## src/rtl/ps2_pkg.sv

```systemverilog
// rtl/ps2_pkg.sv - shared constants, state type and parity helper for the PS/2 transmitter
package ps2_pkg;

    localparam int   PS2_FRAME_BITS = 11;
    localparam logic PS2_START      = 1'b0;
    localparam logic PS2_STOP       = 1'b1;

    typedef enum logic [1:0] {
        IDLE   = 2'd0,
        BIT_HI = 2'd1,
        BIT_LO = 2'd2,
        GAP    = 2'd3
    } tx_state_t;

    // PS/2 uses odd parity: the parity bit makes the total count of ones odd
    function automatic logic odd_parity(input logic [7:0] d);
        return ~^d;
    endfunction

endpackage

```

## src/rtl/ps2_tx_fifo.sv

```systemverilog
// rtl/ps2_tx_fifo.sv - synchronous scan-code FIFO with registered wrap-bit pointers
module ps2_tx_fifo #(
    parameter int DEPTH = 8
) (
    input  logic       clk,
    input  logic       rst,
    input  logic       push,
    input  logic       pop,
    input  logic [7:0] din,
    output logic [7:0] dout,
    output logic       full,
    output logic       empty
);
    localparam int AW = $clog2(DEPTH);

    logic [7:0]  mem [DEPTH];
    logic [AW:0] wr_ptr;
    logic [AW:0] rd_ptr;

    // Pointers carry one extra wrap bit so full and empty are distinguishable
    always_ff @(posedge clk) begin
        if (rst) begin
            wr_ptr <= '0;
            rd_ptr <= '0;
        end else begin
            if (push && !full)
                wr_ptr <= wr_ptr + 1'b1;
            if (pop && !empty)
                rd_ptr <= rd_ptr + 1'b1;
        end
    end

    // Storage array needs no reset; occupancy is defined by the pointers alone
    always_ff @(posedge clk) begin
        if (push && !full)
            mem[wr_ptr[AW-1:0]] <= din;
    end

    assign dout  = mem[rd_ptr[AW-1:0]];
    assign empty = (wr_ptr == rd_ptr);
    assign full  = (wr_ptr[AW] != rd_ptr[AW]) && (wr_ptr[AW-1:0] == rd_ptr[AW-1:0]);

endmodule

```

## src/rtl/ps2_kbd_tx.sv

```systemverilog
// rtl/ps2_kbd_tx.sv - PS/2 device-side transmitter: buffers scan codes and serialises 11-bit frames
module ps2_kbd_tx
    import ps2_pkg::*;
#(
    parameter int CLK_HALF   = 4,
    parameter int GAP_CYCLES = 16,
    parameter int FIFO_DEPTH = 8
) (
    input  logic       clk,
    input  logic       rst,
    input  logic [7:0] in_data,
    input  logic       in_valid,
    output logic       in_ready,
    output logic       ps2_clk,
    output logic       ps2_data,
    output logic       busy,
    output logic [7:0] frame_cnt
);
    localparam int CNT_MAX = (CLK_HALF > GAP_CYCLES) ? CLK_HALF : GAP_CYCLES;
    localparam int CNT_W   = $clog2(CNT_MAX) + 1;
    localparam int SH_W    = PS2_FRAME_BITS - 1;

    localparam logic [CNT_W-1:0] HALF_LAST = CNT_W'(CLK_HALF - 1);
    localparam logic [CNT_W-1:0] GAP_LAST  = CNT_W'(GAP_CYCLES - 1);
    localparam logic [3:0]       LAST_BIT  = 4'(PS2_FRAME_BITS - 1);

    tx_state_t        state, state_next;
    logic [CNT_W-1:0] cnt, cnt_nxt;
    logic [SH_W-1:0]  shreg, shreg_nxt;
    logic [3:0]       bit_idx, bit_idx_nxt;
    logic             clk_nxt, data_nxt;
    logic [7:0]       frame_cnt_nxt;

    logic       fifo_full, fifo_empty, fifo_pop;
    logic [7:0] fifo_dout;

    assign in_ready = !fifo_full;
    assign fifo_pop = (state == IDLE) && !fifo_empty;
    assign busy     = (state != IDLE) || !fifo_empty;

    ps2_tx_fifo #(
        .DEPTH (FIFO_DEPTH)
    ) u_fifo (
        .clk   (clk),
        .rst   (rst),
        .push  (in_valid && !fifo_full),
        .pop   (fifo_pop),
        .din   (in_data),
        .dout  (fifo_dout),
        .full  (fifo_full),
        .empty (fifo_empty)
    );

    // State register
    always_ff @(posedge clk) begin
        if (rst)
            state <= IDLE;
        else
            state <= state_next;
    end

    // Next-state: each half period and the inter-frame gap are timed by cnt
    always_comb begin
        state_next = state;
        case (state)
            IDLE:    if (!fifo_empty) state_next = BIT_HI;
            BIT_HI:  if (cnt == HALF_LAST) state_next = BIT_LO;
            BIT_LO:  if (cnt == HALF_LAST) state_next = (bit_idx == LAST_BIT) ? GAP : BIT_HI;
            GAP:     if (cnt == GAP_LAST) state_next = IDLE;
            default: state_next = IDLE;
        endcase
    end

    // Output/datapath next values; data only ever moves on a rising ps2_clk or at frame start
    always_comb begin
        cnt_nxt       = (state_next != state) ? '0 : cnt + 1'b1;
        shreg_nxt     = shreg;
        bit_idx_nxt   = bit_idx;
        clk_nxt       = ps2_clk;
        data_nxt      = ps2_data;
        frame_cnt_nxt = frame_cnt;
        case (state)
            IDLE: begin
                cnt_nxt = '0;
                if (!fifo_empty) begin
                    shreg_nxt   = {PS2_STOP, odd_parity(fifo_dout), fifo_dout};
                    bit_idx_nxt = '0;
                    clk_nxt     = 1'b1;
                    data_nxt    = PS2_START;
                end
            end
            BIT_HI: begin
                if (cnt == HALF_LAST)
                    clk_nxt = 1'b0;
            end
            BIT_LO: begin
                if (cnt == HALF_LAST) begin
                    clk_nxt = 1'b1;
                    if (bit_idx == LAST_BIT) begin
                        data_nxt      = 1'b1;
                        frame_cnt_nxt = frame_cnt + 8'd1;
                    end else begin
                        data_nxt    = shreg[0];
                        shreg_nxt   = {1'b1, shreg[SH_W-1:1]};
                        bit_idx_nxt = bit_idx + 4'd1;
                    end
                end
            end
            GAP: begin
                clk_nxt  = 1'b1;
                data_nxt = 1'b1;
            end
            default: begin
                clk_nxt  = 1'b1;
                data_nxt = 1'b1;
            end
        endcase
    end

    // Registered line drivers, counters and shift register
    always_ff @(posedge clk) begin
        if (rst) begin
            cnt       <= '0;
            shreg     <= '1;
            bit_idx   <= '0;
            ps2_clk   <= 1'b1;
            ps2_data  <= 1'b1;
            frame_cnt <= '0;
        end else begin
            cnt       <= cnt_nxt;
            shreg     <= shreg_nxt;
            bit_idx   <= bit_idx_nxt;
            ps2_clk   <= clk_nxt;
            ps2_data  <= data_nxt;
            frame_cnt <= frame_cnt_nxt;
        end
    end

endmodule
```

## config.mk

```make
export PLATFORM = sky130hd
export DESIGN_NAME = ps2_kbd_tx
export DESIGN_NICKNAME = d
export VERILOG_FILES = /design/src/rtl/ps2_pkg.sv /design/src/rtl/ps2_tx_fifo.sv /design/src/rtl/ps2_kbd_tx.sv
export SDC_FILE = /design/constraint.sdc
export NUM_CORES = 1
export LEC_CHECK = 0
export CORE_AREA = 2 2 115 83
export CTS_CLUSTER_DIAMETER = 200
export DETAILED_ROUTE_END_ITERATION = 6
export DIE_AREA = 0 0 117 85
export PLACE_DENSITY = 0.84
export SETUP_SLACK_MARGIN = 0.05
export SLEW_MARGIN = 20
export SYNTH_ARGS = -nofsm -noshare
export SYNTH_HDL_FRONTEND = slang
export SYNTH_HIERARCHICAL = 1
export SYNTH_SLANG_ARGS = --single-unit
```

## constraint.sdc

```tcl
create_clock -name clk -period 3.8 [get_ports clk]
set_input_delay 0.95 -clock clk [delete_from_list [all_inputs] [get_ports clk]]
set_output_delay 0.95 -clock clk [all_outputs]
set_load 0.01 [all_outputs]
```

Yosys cells after proc, flatten, opt, wreduce, memory -nomap -nowiden

Memory sizes are Yosys's and may differ from the RTL's. A register that Yosys moved wholly into a read port is not among the register bits.
Index checks and enable logic that the tools add are counted.

Add/sub/neg operators: 5
Equal/unequal tests: 14
Muxes and demuxes: 26
Reductions and logical operators: 18

Operators with widths:

| cell                  | count |
|---|---|
| $mux W10              | 3 |
| $pmux W10 S2          | 1 |
| $add A4 B1 Y4 const B | 3 |
| $mux W4               | 3 |
| $mux W2               | 5 |
| $reduce_and A3 Y1     | 3 |
| $add A8 B1 Y8 const B | 1 |
| $mux W1               | 8 |
| $ne A2 B2 Y1 const B  | 4 |
| $pmux W2 S4           | 1 |
| $pmux W4 S2           | 1 |
| $reduce_xnor A8 Y1    | 1 |
| $mux W3               | 2 |
| $add A5 B1 Y5 const B | 1 |
| $eq A5 B2 Y1 const B  | 1 |
| $eq A5 B4 Y1 const B  | 1 |
| $logic_and A1 B1 Y1   | 5 |
| $eq A2 B2 Y1 const B  | 2 |
| $eq A4 B4 Y1          | 1 |
| $eq A4 B4 Y1 const B  | 1 |
| $pmux W1 S4           | 1 |
| $reduce_and A4 Y1     | 1 |
| $reduce_bool A2 Y1    | 2 |
| $eq A3 B3 Y1          | 1 |
| other kinds (9)       | 10 |

Register bits after elaboration: 39
RAM bits: 64
Bits of input ports: 11
Output and inout bits: 12
Logic and storage cells: 73
Memories: 1

Memories:

| memory     | depth | width | read ports | clocked after Yosys merged registers in | write ports | RTL line          | text |
|---|---|---|---|---|---|---|---|
| u_fifo.mem | 8     | 8     | 1          | 1                                       | 1           | ps2_tx_fifo.sv:16 | `logic [7:0] mem [DEPTH];` |

Logic depth before layout (Yosys ltp)

Gate-level depths: netlist of the first run.

Depth after elaboration: 7
Depth in mapped cells: 9
Mapped depth without buffers: 7

Modules after synthesis

Netlist of the first run, hierarchy kept.

By module, submodules not included:

| module      | times used | cells each | area each (um2) | sequential area each (um2) |
|---|---|---|---|---|
| ps2_tx_fifo | 1          | 178        | 3166.8          | 2142.1 |
| ps2_kbd_tx  | 1          | 178        | 1585.3          | 600.6 |

Worst setup path after synthesis of the first run

No wires, ideal clock.

Path type: input to register
Start: input in_valid
End: memory u_fifo.mem[3][0], enable pin
Library setup time: 0.398 ns
Data arrival time: 2.262 ns
Data required time: 3.402 ns
Path slack: 1.140 ns
Stages on the path: 3
Path buffers: 0
Path through: nor2b_1 > nand2_1 > nor4b_1

Cells in the longest elaborated chain, start to end: 4

RTL lines:

| item                          | RTL line          | text |
|---|---|---|
| from (decl)                   | ps2_kbd_tx.sv:12  | `input logic in_valid,` |
| $logic_and A1 B1 Y1           | ps2_kbd_tx.sv:46  | `.push (in_valid && !fifo_full),` |
| $logic_and A1 B1 Y1           | ps2_tx_fifo.sv:35 | `if (push && !full)` |
| $mux W1                       | ps2_tx_fifo.sv:35 |  |
| $mux W1 (implied by the code) | ps2_tx_fifo.sv:36 | `mem[wr_ptr[AW-1:0]] <= din;` |
| to (decl)                     | ps2_tx_fifo.sv:16 |  |

No other way between the ends.

Worst setup path after layout of the first run

Start: register u_fifo.wr_ptr[2]
End: output busy

Cells in the longest elaborated chain, start to end: 3

RTL lines:

| item                   | RTL line          | text |
|---|---|---|
| from (decl)            | ps2_tx_fifo.sv:17 | `logic [AW:0] wr_ptr;` |
| from (signal assigned) | ps2_tx_fifo.sv:27 | `wr_ptr <= wr_ptr + 1'b1;` |
| $eq A4 B4 Y1           | ps2_tx_fifo.sv:40 | `assign empty = (wr_ptr == rd_ptr);` |
| net fifo_empty         | ps2_kbd_tx.sv:34  | `logic fifo_full, fifo_empty, fifo_pop;` |
| $logic_not A1 Y1       | ps2_kbd_tx.sv:39  | `assign busy = (state != IDLE) \|\| !fifo_empty;` |
| $logic_or A1 B1 Y1     | ps2_kbd_tx.sv:39  |  |
| to (decl)              | ps2_kbd_tx.sv:16  | `output logic busy,` |

The timed path passes the listed nets, and every way through them passes these cells.

==> results.md, run 1 <==
* Worst path cell trace: xnor2_1 > nand3_1 > nor2_1 > nand2_1 > clkdlybuf4s50_1
* Area share of the largest cell type after synthesis at 40.4%
* Die width at 117 microns
* Hold Path Origin: cnt[0]$_SDFF_PP0_
* CP Capture Type: output port
* Syn nets at 374
* Register area share after synthesis at 57.7%
* GP Congestion at 0.790
* Logic pwr share at 19.7%
* Status: complete, no violations
* Vias in the first global route at 2950
* Synth Register Bits at 105
* Syn Area/Cell at 13.3 sq um
* DRC at 0
* Clk_lat worst skew at 0.34 ns
* Antenna violations before repair at 0
* Final net count at 396
* Total congestion overflow at 0
* Synth area leader: edfxtp_1
* Final period util at 84.2%
* Top cells by area in the synthesized netlist: edfxtp_1 (40%), dfxtp_1 (17%), mux4_2 (7.6%), mux2_2 (5.0%), xnor2_1 (2.6%)
* R2R depth at 7
* Final wirelength at 9010 microns
* Fillers at 665
* Setup TNS at 0 ns
* Max Cap Viol at 0
* Inserted Diodes at 0
* Area grow syn2layout at 13.7%
* Placed Cells at 491
* Internal power consumption at 2000 uW
* First DRT Iteration DRCs at 190
* R2R setup slack at 1.05 ns
* Unrepaired setup endpoints after global routing: no
* Pwr Density at 510 mW/mm^2
* Slowest cell on crit path: clkdlybuf4s50_1
* Post CTS Setup Buffer Count at 0
* Core footprint at 0.00889 sq mm
* Max Clock Skew at 0.0102 ns
* Most instantiated cells after synthesis: edfxtp_1 (64), dfxtp_1 (41), nor2_1 (30)
* Pre-Repair DR Iteration Count at 4
* Worst Path Max Fanout at 12
* Leak at 0.00182 uW
* FP Rows at 29
* HPWL after DPL at 6160 microns
* Synth cell types at 60
* Hold path cells at 1
* Post-route cell area at 0.00540 sq mm
* Final Slew Violations at 0
* Top FF cell, synth: edfxtp_1
* Post-cts resize count at 0
* Clk pwr share at 31.6%
* Startpoint Class: flop
* Ports at 23
* Async S/R FF share, synth at 0%
* Gate Count Post-Synth at 356
* Gr usage total at 20.0%
* Power Total at 2760 uW
* Clock Sinks at 105
* CP peak stage delay at 0.49 ns
* CTS Buffer Depth at 2
* Final setup violation count at 0
* Sw frac at 27.6%
* Slew at the pin closest to its max-slew limit at 0.913 ns
* Hold WC Path Type: reg -> reg
* Hold Path End: cnt[0]$_SDFF_PP0_
* Hold-fix buffers at CTS at 0
* Vias at 2934
* Worst EP arrival at 2.25 ns
* Die height at 85 microns
* Post-DP Area at 0.00512 sq mm
* Number of synthesized flops with an enable pin at 64
* Number of I/O port buffers at 22
* Synth warn at 6
* Initial Utilization at 53.5%
* Peak supply drop at 0.269 mV
* DIE AREA at 0.00995 sq mm
* First-pass GRT wire length at 14900 microns
* Max-slew headroom at 38.7%
* Final hold viol count at 0
* Via density at 5.79
* CP Class: reg -> out
* Number of CTS-inserted buffers at 9
* Switch Pwr at 760 uW
* Routed Antenna Nets at 0
* Clock transition at path regs at 0.06 ns
* F_max at 0.312 GHz
* Routed len/inst at 17.8 microns
* Finished Layout Cells at 507
* Count leader, synth: edfxtp_1
* CTS H-tree lvls at 3
* Share of cells above drive strength 1 at 20.6%
* Min cycle time layout at 3.20 ns
* R2R Path Start: u_fifo/wr_ptr[2]$_SDFFE_PP0P_
* Root buffer cell: clkbuf_16
* TritonCTS clock tree: built
* Largest net degree at the start of global routing at 29
* Seq pwr share at 48.7%
* Mapped cell area at 0.00475 sq mm
* Critical path required time at 2.85 ns
layout by cell type (no fill, tap or decap), types with 8 or more instances in the layout:
master,instances
xor2_1,8
nor4_1,9
edfxtp_1,64
mux4_2,16
xnor2_1,14
nor2_1,30
nand2_1,10
mux2_2,21
a21oi_1,15
buf_4,13
nor2b_1,8
clkbuf_16,9
clkdlybuf4s50_1,22
dfxtp_1,41
cell type report:
type                    count  area, sq um  area share [%]
well taps                 124          155            2.87
clock buffers               9          225            4.17
clock inverters             7         61.3            1.13
flip-flops and latches    105         2740            50.8
multi-input cells         220         1870            34.7
inverters                   7         26.3           0.486
repair buffers             35          318            5.88
layer usage:
layer	track usage, %	wire length [microns]
met1	27.3	4070
met2	31.7	4390
met3	6.07	481
met4	4.81	72
met5	0	0
worst max-delay path by stage:
stage | from | endpoint | slack [ns] | cells after the start
finish | u_fifo/wr_ptr[2]$_SDFFE_PP0P_ | busy | 0.60 | 5
global route | u_fifo/wr_ptr[1]$_SDFFE_PP0P_ | busy | 0.39 | 5
global placement | in_valid | u_fifo/mem[7][5]$_DFFE_PP_ | 0.96 | 4
floorplan | in_valid | u_fifo/mem[3][0]$_DFFE_PP_ | 1.14 | 3
CTS | u_fifo/wr_ptr[2]$_SDFFE_PP0P_ | busy | 0.60 | 5
detailed placement | in_valid | u_fifo/mem[7][6]$_DFFE_PP_ | 0.93 | 4
cell families after synthesis:
family / after synthesis / synth area share, %
adder cells (fa/ha/maj): 7 / 1.84
multiplexers: 45 / 14.3
AO/OA/AOI/OAI: 39 / 5.58
flip-flops: 105 / 57.7
AND/OR/NAND/NOR: 107 / 13.4
XOR/XNOR: 22 / 4.05
buffers and inverters: 31 / 3.11
registers in the layout (all words and copies together), names as in the netlist, named ones only:
name and cells:
state 2, ps2_data 1, ps2_clk 1, shreg 9, u_fifo/mem 64, cnt 5
frame_cnt 8, bit_idx 4, u_fifo/wr_ptr 4, u_fifo/rd_ptr 4
power groups by stage:
| stage | logic, uW | clock network [uW] | registers [uW] |
|---|---|---|---|
| after global placement | 519 | 0 | 1360 |
| after floorplan | 443 | 0 | 1320 |
| after CTS | 546 | 895 | 1340 |
| after detailed placement | 542 | 0 | 1370 |
| after global routing | 597 | 940 | 1350 |
| final | 544 | 872 | 1340 |
through the flow:
| stage | setup WS (ns) | util, % | hold slack (ns) |
|---|---|---|---|
| 2_1_floorplan | 1.14 | - | 0.418 |
| 3_3_place_gp | 0.956 | 57.6 | 0.431 |
| 3_5_place_dp | 0.934 | 57.6 | 0.444 |
| 4_1_cts | 0.601 | 60.8 | 0.453 |
| 5_1_grt | 0.388 | 60.8 | 0.476 |
| 6_report | 0.599 | 60.8 | 0.449 |
worst max-delay path, delay by kind of cell (launching register included):
kind	cells	cell delay (ns)
DFF	1	0.43
xor gates and xnor gates	1	0.42
buffers and inverters	1	0.49
and+or+nand+nor	3	0.57
No activity file was read; power rests on OpenSTA's default activity.
==> inputs of run 2 (changes only) <==
- clock period: 3.8 -> 3.2 ns (I/O delays scaled with it)
==> results.md, run 2 (synthesis results as in run 1) <==
* Final setup violation count at 0 (unchanged)
* Die height at 85 microns (unchanged)
* Met2 Track Usage GR at 31.2% (was 31.7%)
* Setup TNS at 0 ns (unchanged)
* F_max at 0.340 GHz
* Final net count at 398 (was 396)
* Final Slew Violations at 0 (unchanged)
* Routed len/inst at 18.2 microns (was 17.8 microns)
* DRC at 0 (unchanged)
* CP peak stage delay at 0.55 ns (was 0.49 ns)
* Worst Path Max Fanout at 10 (was 12)
* CP Capture Type: output port (unchanged)
* Core footprint at 0.00889 sq mm (unchanged)
* Slew at the pin closest to its max-slew limit at 0.822 ns (was 0.913 ns)
* Die width at 117 microns (unchanged)
* CP Class: reg -> out (unchanged)
* Vias at 3000 (was 2934)
* CP Capture Point: busy (unchanged)
* HPWL after DPL at 6140 microns (was 6160 microns)
* Dpl ws at 0.524 ns (was 0.934 ns)
* Post CTS Setup Buffer Count at 0 (unchanged)
* R2R depth at 7 (unchanged)
* R2R setup slack at 0.62 ns (was 1.05 ns)
* Critical path required time at 2.40 ns (was 2.85 ns)
* Total congestion overflow at 0 (unchanged)
* Met1 Use GR at 29.6% (was 27.3%)
* Area grow syn2layout at 14.5% (was 13.7%)
* Hold-fix buffers at CTS at 0 (unchanged)
* Status: complete, no violations (unchanged)
* GP Congestion at 0.829 (was 0.790)
* Slowest cell on crit path: dfxtp_1 (was clkdlybuf4s50_1)
* TritonCTS clock tree: built (unchanged)
* Gr usage total at 20.4% (was 20.0%)
* FP Rows at 29 (unchanged)
* DIE AREA at 0.00995 sq mm (unchanged)
* Most common cell after layout, fill and taps aside: edfxtp_1 (unchanged)
* Hold Path Origin: cnt[0]$_SDFF_PP0_ (unchanged)
* Hold WC Path Type: reg -> reg (unchanged)
* Number of I/O port buffers at 22 (unchanged)
* Clk_lat worst skew at 0.35 ns (was 0.34 ns)
* Unrepaired setup endpoints after global routing: no (unchanged)
* First DRT Iteration DRCs at 245 (was 190)
* Final wirelength at 9260 microns (was 9010 microns)
* Ports at 23 (unchanged)
* Power Total at 3320 uW (was 2760 uW)
* Initial Utilization at 53.5% (unchanged)
* Clock Sinks at 105 (unchanged)
* R2R Path Start: u_fifo/wr_ptr[1]$_SDFFE_PP0P_ (was u_fifo/wr_ptr[2]$_SDFFE_PP0P_)
* Worst path cell trace: xnor2_2 > nand3_1 > nor2_1 > nand2_1 > clkdlybuf4s50_1 (was xnor2_1 > nand3_1 > nor2_1 > nand2_1 > clkdlybuf4s50_1)
* Peak supply drop at 0.266 mV (was 0.269 mV)
* Root buffer cell: clkbuf_16 (unchanged)
* Max reg flops at 64 (unchanged)
* First-pass GRT wire length at 15200 microns (was 14900 microns)
* CTS H-tree lvls at 3 (unchanged)
* Most frequent cells in the layout: edfxtp_1 (64), dfxtp_1 (40), nor2_1 (30) (was edfxtp_1 (64), dfxtp_1 (41), nor2_1 (30))
* Inserted Diodes at 0 (unchanged)
* Pwr Density at 610 mW/mm^2 (was 510 mW/mm^2)
* Max-slew headroom at 44.8% (was 38.7%)
* Cell family with most CP delay: flip-flops (was simple AND/OR/NAND/NOR gates)
* Crit path buffers/inverters at 1 (unchanged)
* Max Cap Viol at 0 (unchanged)
* Max Clock Skew at 0.0108 ns (was 0.0102 ns)
* Routed Antenna Nets at 0 (unchanged)
* Pre-Repair DR Iteration Count at 7 (was 4)
* Setup ws final at 0.256 ns (was 0.599 ns)
* Largest net degree at the start of global routing at 20 (was 29)
* WHS at 0.452 ns (was 0.449 ns)
* Critical path launch point: u_fifo/wr_ptr[1]$_SDFFE_PP0P_ (was u_fifo/wr_ptr[2]$_SDFFE_PP0P_)
* CTS Buffer Depth at 2 (unchanged)
* Number of CTS-inserted buffers at 9 (unchanged)
* Share of cells above drive strength 1 at 22.1% (was 20.6%)
* Most used routing layer: met2 (unchanged)
* Leak at 0.00184 uW (was 0.00182 uW)
* Antenna violations before repair at 0 (unchanged)
* Clock transition at path regs at 0.07 ns (was 0.06 ns)
* Final period util at 92.0%
* Vias in the first global route at 2898 (was 2950)
* GR Util met3 at 4.64% (was 6.07%)
* Via density at 5.89 (was 5.79)
* Min cycle time layout at 2.94 ns
* Startpoint Class: flop (unchanged)
* Critical Path Stages at 5 (unchanged)
* Worst EP arrival at 2.14 ns (was 2.25 ns)
* Final hold viol count at 0 (unchanged)
[run 2: metal layers]
| layer | part of all wire [%] | routed length, microns |
|---|---|---|
| met1 | 44 | 4090 |
| met3 | 6.6 | 610 |
| met5 | 0 | 0 |
| met4 | 1.4 | 131 |
| met2 | 48 | 4430 |
[run 2: timing repair]
| action | 4_1_cts | 5_1_grt |
|---|---|---|
| setup endpoints to repair | 0 | 1 |
| resized for setup | 0 | 4 |
| hold endpoints to repair | 0 | 0 |
[run 2: cell type report]
class | instances | area [sq um]
fillers | 630 | 3450
flip-flops and latches | 105 | 2740
multi-input cells | 220 | 1900
repair buffers | 37 | 333
clock buffers | 9 | 225
well taps | 124 | 155
clock inverters | 7 | 58.8
inverters | 7 | 26.3
[run 2: worst min path at each step]
stage	endpoint	slack [ns]	depth (start not counted)
floorplan	cnt[0]$_SDFF_PP0_	0.42	1
global route	cnt[0]$_SDFF_PP0_	0.47	1
global placement	cnt[0]$_SDFF_PP0_	0.43	1
CTS	cnt[0]$_SDFF_PP0_	0.46	1
detailed placement	cnt[0]$_SDFF_PP0_	0.45	1
finish	cnt[0]$_SDFF_PP0_	0.45	1
[run 2: power breakdown]
group          switching, uW  internal (uW)
clock network            513            542
registers               66.5           1510
logic                    353            328
total                    932           2380
[run 2: worst reg2reg max path, cell delays in order (launching register included)]
cell,delay [ns]
dfxtp_1,0.55
xnor2_2,0.18
nand3_1,0.16
nor2_1,0.10
nor3_1,0.66
nand2_1,0.11
a41oi_1,0.32
mux2_2,0.38
[run 2: stage by stage]
step / utilization, % / instances / instance area, sq um
final: 61.2 / 509 / 5440
after global routing: 61.2 / 509 / 5440
after CTS: 60.9 / 509 / 5420
after detailed placement: 57.7 / 493 / 5130
after global placement: 57.7 / 493 / 5130
after floorplan: - / 356 / 4750
==> inputs of run 3 (changes only) <==
- DONT_BUFFER_PORTS: default -> 1
- PLACE_DENSITY: 0.84 -> 0.8
- clock period: 3.2 -> 3.4 ns (I/O delays scaled with it)
==> results.md, run 3 (synthesis results as in run 1) <==
* Post-DP Area at 0.00487 sq mm (was 0.00513 sq mm)
* Final period util at 80.2%
* Startpoint Class: flop (unchanged)
* Final Slew Violations at 0 (unchanged)
* Final wirelength at 9090 microns (was 9260 microns)
* CTS Buffer Depth at 2 (unchanged)
* Leak at 0.00174 uW (was 0.00184 uW)
* GP Congestion at 0.799 (was 0.829)
* R2R depth at 6 (was 7)
* Fillers at 691 (was 630)
* TritonCTS clock tree: built (unchanged)
* Clock Sinks at 105 (unchanged)
* Clock transition at path regs at 0.07 ns (about the same)
* WHS at 0.449 ns (was 0.452 ns)
* Status: complete, no violations (unchanged)
* Via density at 5.92 (was 5.89)
* Clk_lat worst skew at 0.34 ns (was 0.35 ns)
* First-pass GRT wire length at 14800 microns (was 15200 microns)
* Min cycle time layout at 2.73 ns
* Setup ws final at 0.672 ns (was 0.256 ns)
* Final hold viol count at 0 (unchanged)
* Hold path cells at 1 (unchanged)
* F_max at 0.367 GHz
* Final setup violation count at 0 (unchanged)
* Critical path required time at 2.55 ns (was 2.40 ns)
* Peak supply drop at 0.264 mV (was 0.266 mV)
* Post-cts resize count at 0 (unchanged)
* Die height at 85 microns (unchanged)
* Number of I/O port buffers at 0 (was 22)
* Final net count at 371 (was 398)
* Ports at 23 (unchanged)
* DRC at 0 (unchanged)
* Initial Utilization at 53.5% (unchanged)
* FP Rows at 29 (unchanged)
* RR Endpoint: u_fifo/mem[7][3]$_DFFE_PP_
* Unrepaired setup endpoints after global routing: no (unchanged)
* Pwr Density at 602 mW/mm^2 (was 610 mW/mm^2)
* Setup TNS at 0 ns (unchanged)
* First DRT Iteration DRCs at 230 (was 245)
* Max Cap Viol at 0 (unchanged)
* R2R setup slack at 0.74 ns (was 0.62 ns)
* R2R Path Start: u_fifo/wr_ptr[2]$_SDFFE_PP0P_ (was u_fifo/wr_ptr[1]$_SDFFE_PP0P_)
* Most frequent cells in the layout: edfxtp_1 (64), dfxtp_1 (41), nor2_1 (30) (was edfxtp_1 (64), dfxtp_1 (40), nor2_1 (30))
* Area grow syn2layout at 9.19% (was 14.5%)
* Post-route cell area at 0.00519 sq mm (was 0.00544 sq mm)
* Hold-fix buffers at CTS at 0 (unchanged)
* Worst EP arrival at 1.88 ns (was 2.14 ns)
* Vias at 2855 (was 3000)
* Routed Antenna Nets at 0 (unchanged)
* Share of cells above drive strength 1 at 21.2% (was 22.1%)
* Max reg flops at 64 (unchanged)
* Routed len/inst at 18.8 microns (was 18.2 microns)
* Max Clock Skew at 0.00562 ns (was 0.0108 ns)
* Core footprint at 0.00889 sq mm (unchanged)
* Worst Path Max Fanout at 12 (was 10)
* Gr usage total at 19.6% (was 20.4%)
* Vias in the first global route at 2834 (was 2898)
* Post CTS Setup Buffer Count at 0 (unchanged)
* Die width at 117 microns (unchanged)
* Max-slew headroom at 42.0% (was 44.8%)
* CTS H-tree lvls at 3 (unchanged)
* Most common cell after layout, fill and taps aside: edfxtp_1 (unchanged)
* CP Class: reg -> out (unchanged)
* Pre-Repair DR Iteration Count at 5 (was 7)
* HPWL after DPL at 5890 microns (was 6140 microns)
* Total congestion overflow at 0 (unchanged)
* Final core occ at 58.4% (was 61.2%)
* Hold WC Path Type: reg -> reg (unchanged)
* DIE AREA at 0.00995 sq mm (unchanged)
* Inserted Diodes at 0 (unchanged)
* Hold Path End: cnt[0]$_SDFF_PP0_ (unchanged)
* Largest net degree at the start of global routing at 53 (was 20)
* Hold Path Origin: cnt[0]$_SDFF_PP0_ (unchanged)
* Dpl ws at 0.735 ns (was 0.524 ns)
* CP Capture Type: output port (unchanged)
* Slew at the pin closest to its max-slew limit at 0.869 ns (was 0.822 ns)
* Number of CTS-inserted buffers at 9 (unchanged)
* Antenna violations before repair at 0 (unchanged)
* Root buffer cell: clkbuf_16 (unchanged)
run 3: cell types whose count changed in the layout (fill, tap and decap cells not counted):
cell,change
buf_4,-5
bufinv_16,+1
clkdlybuf4s50_1,-22
clkinv_8,+1
clkinvlp_2,-1
clkinvlp_4,+1
dfxtp_1,+1
dfxtp_2,-1
inv_6,-2
xnor2_1,+3
xnor2_2,-3
run 3: how the worst max path moves through the flow:
| stage | from | endpoint | slack, ns |
|---|---|---|---|
| 3_5_place_dp | u_fifo/wr_ptr[2]$_SDFFE_PP0P_ | u_fifo/mem[7][2]$_DFFE_PP_ | 0.73 |
| 4_1_cts | u_fifo/wr_ptr[2]$_SDFFE_PP0P_ | busy | 0.69 |
| 6_report | u_fifo/wr_ptr[2]$_SDFFE_PP0P_ | busy | 0.67 |
| 3_3_place_gp | u_fifo/wr_ptr[2]$_SDFFE_PP0P_ | u_fifo/mem[7][6]$_DFFE_PP_ | 0.91 |
| 2_1_floorplan | in_valid | u_fifo/mem[3][0]$_DFFE_PP_ | 0.84 |
| 5_1_grt | u_fifo/wr_ptr[2]$_SDFFE_PP0P_ | u_fifo/mem[7][0]$_DFFE_PP_ | 0.46 |
run 3: final cells by class:
type                            count  area (sq um)  area share (%)
Tap cell                          124           155            2.99
Inverter                            7          26.3           0.506
Multi-Input combinational cell    220          1870            36.1
Clock inverter                      7          90.1            1.74
Timing Repair Buffer               10          75.1            1.45
Sequential cell                   105          2740            52.9
Clock buffer                        9           225            4.34
run 3: power by group:
part	switching [uW]	internal [uW]	total [uW]
Sequential	82.9	1420	1510
Combinational	283	270	553
Clock	477	587	1060
Total	843	2280	3120
run 3: per-layer routing:
| layer | global-route usage, % | routed length (microns) | vias up |
|---|---|---|---|
| met3 | 6.14 | 667 | 9 |
| met1 | 27.2 | 4010 | 1410 |
| met2 | 29.8 | 4330 | 92 |
| met5 | 0 | 0 | - |
| met4 | 6.10 | 76 | 0 |
| li1 | - | - | 1344 |
run 3: stage by stage:
stage               cells  total power [uW]
floorplan             356              1980
global placement      466              2060
detailed placement    466              2080
CTS                   482              3150
global route          482              3250
finish                482              3120
run 3: critical path, stage by stage, from the launching register on:
cell and delay [ns]:
dfxtp_1 0.43, xnor2_1 0.46, nand3_1 0.21, nor2_1 0.26, nand2_1 0.17
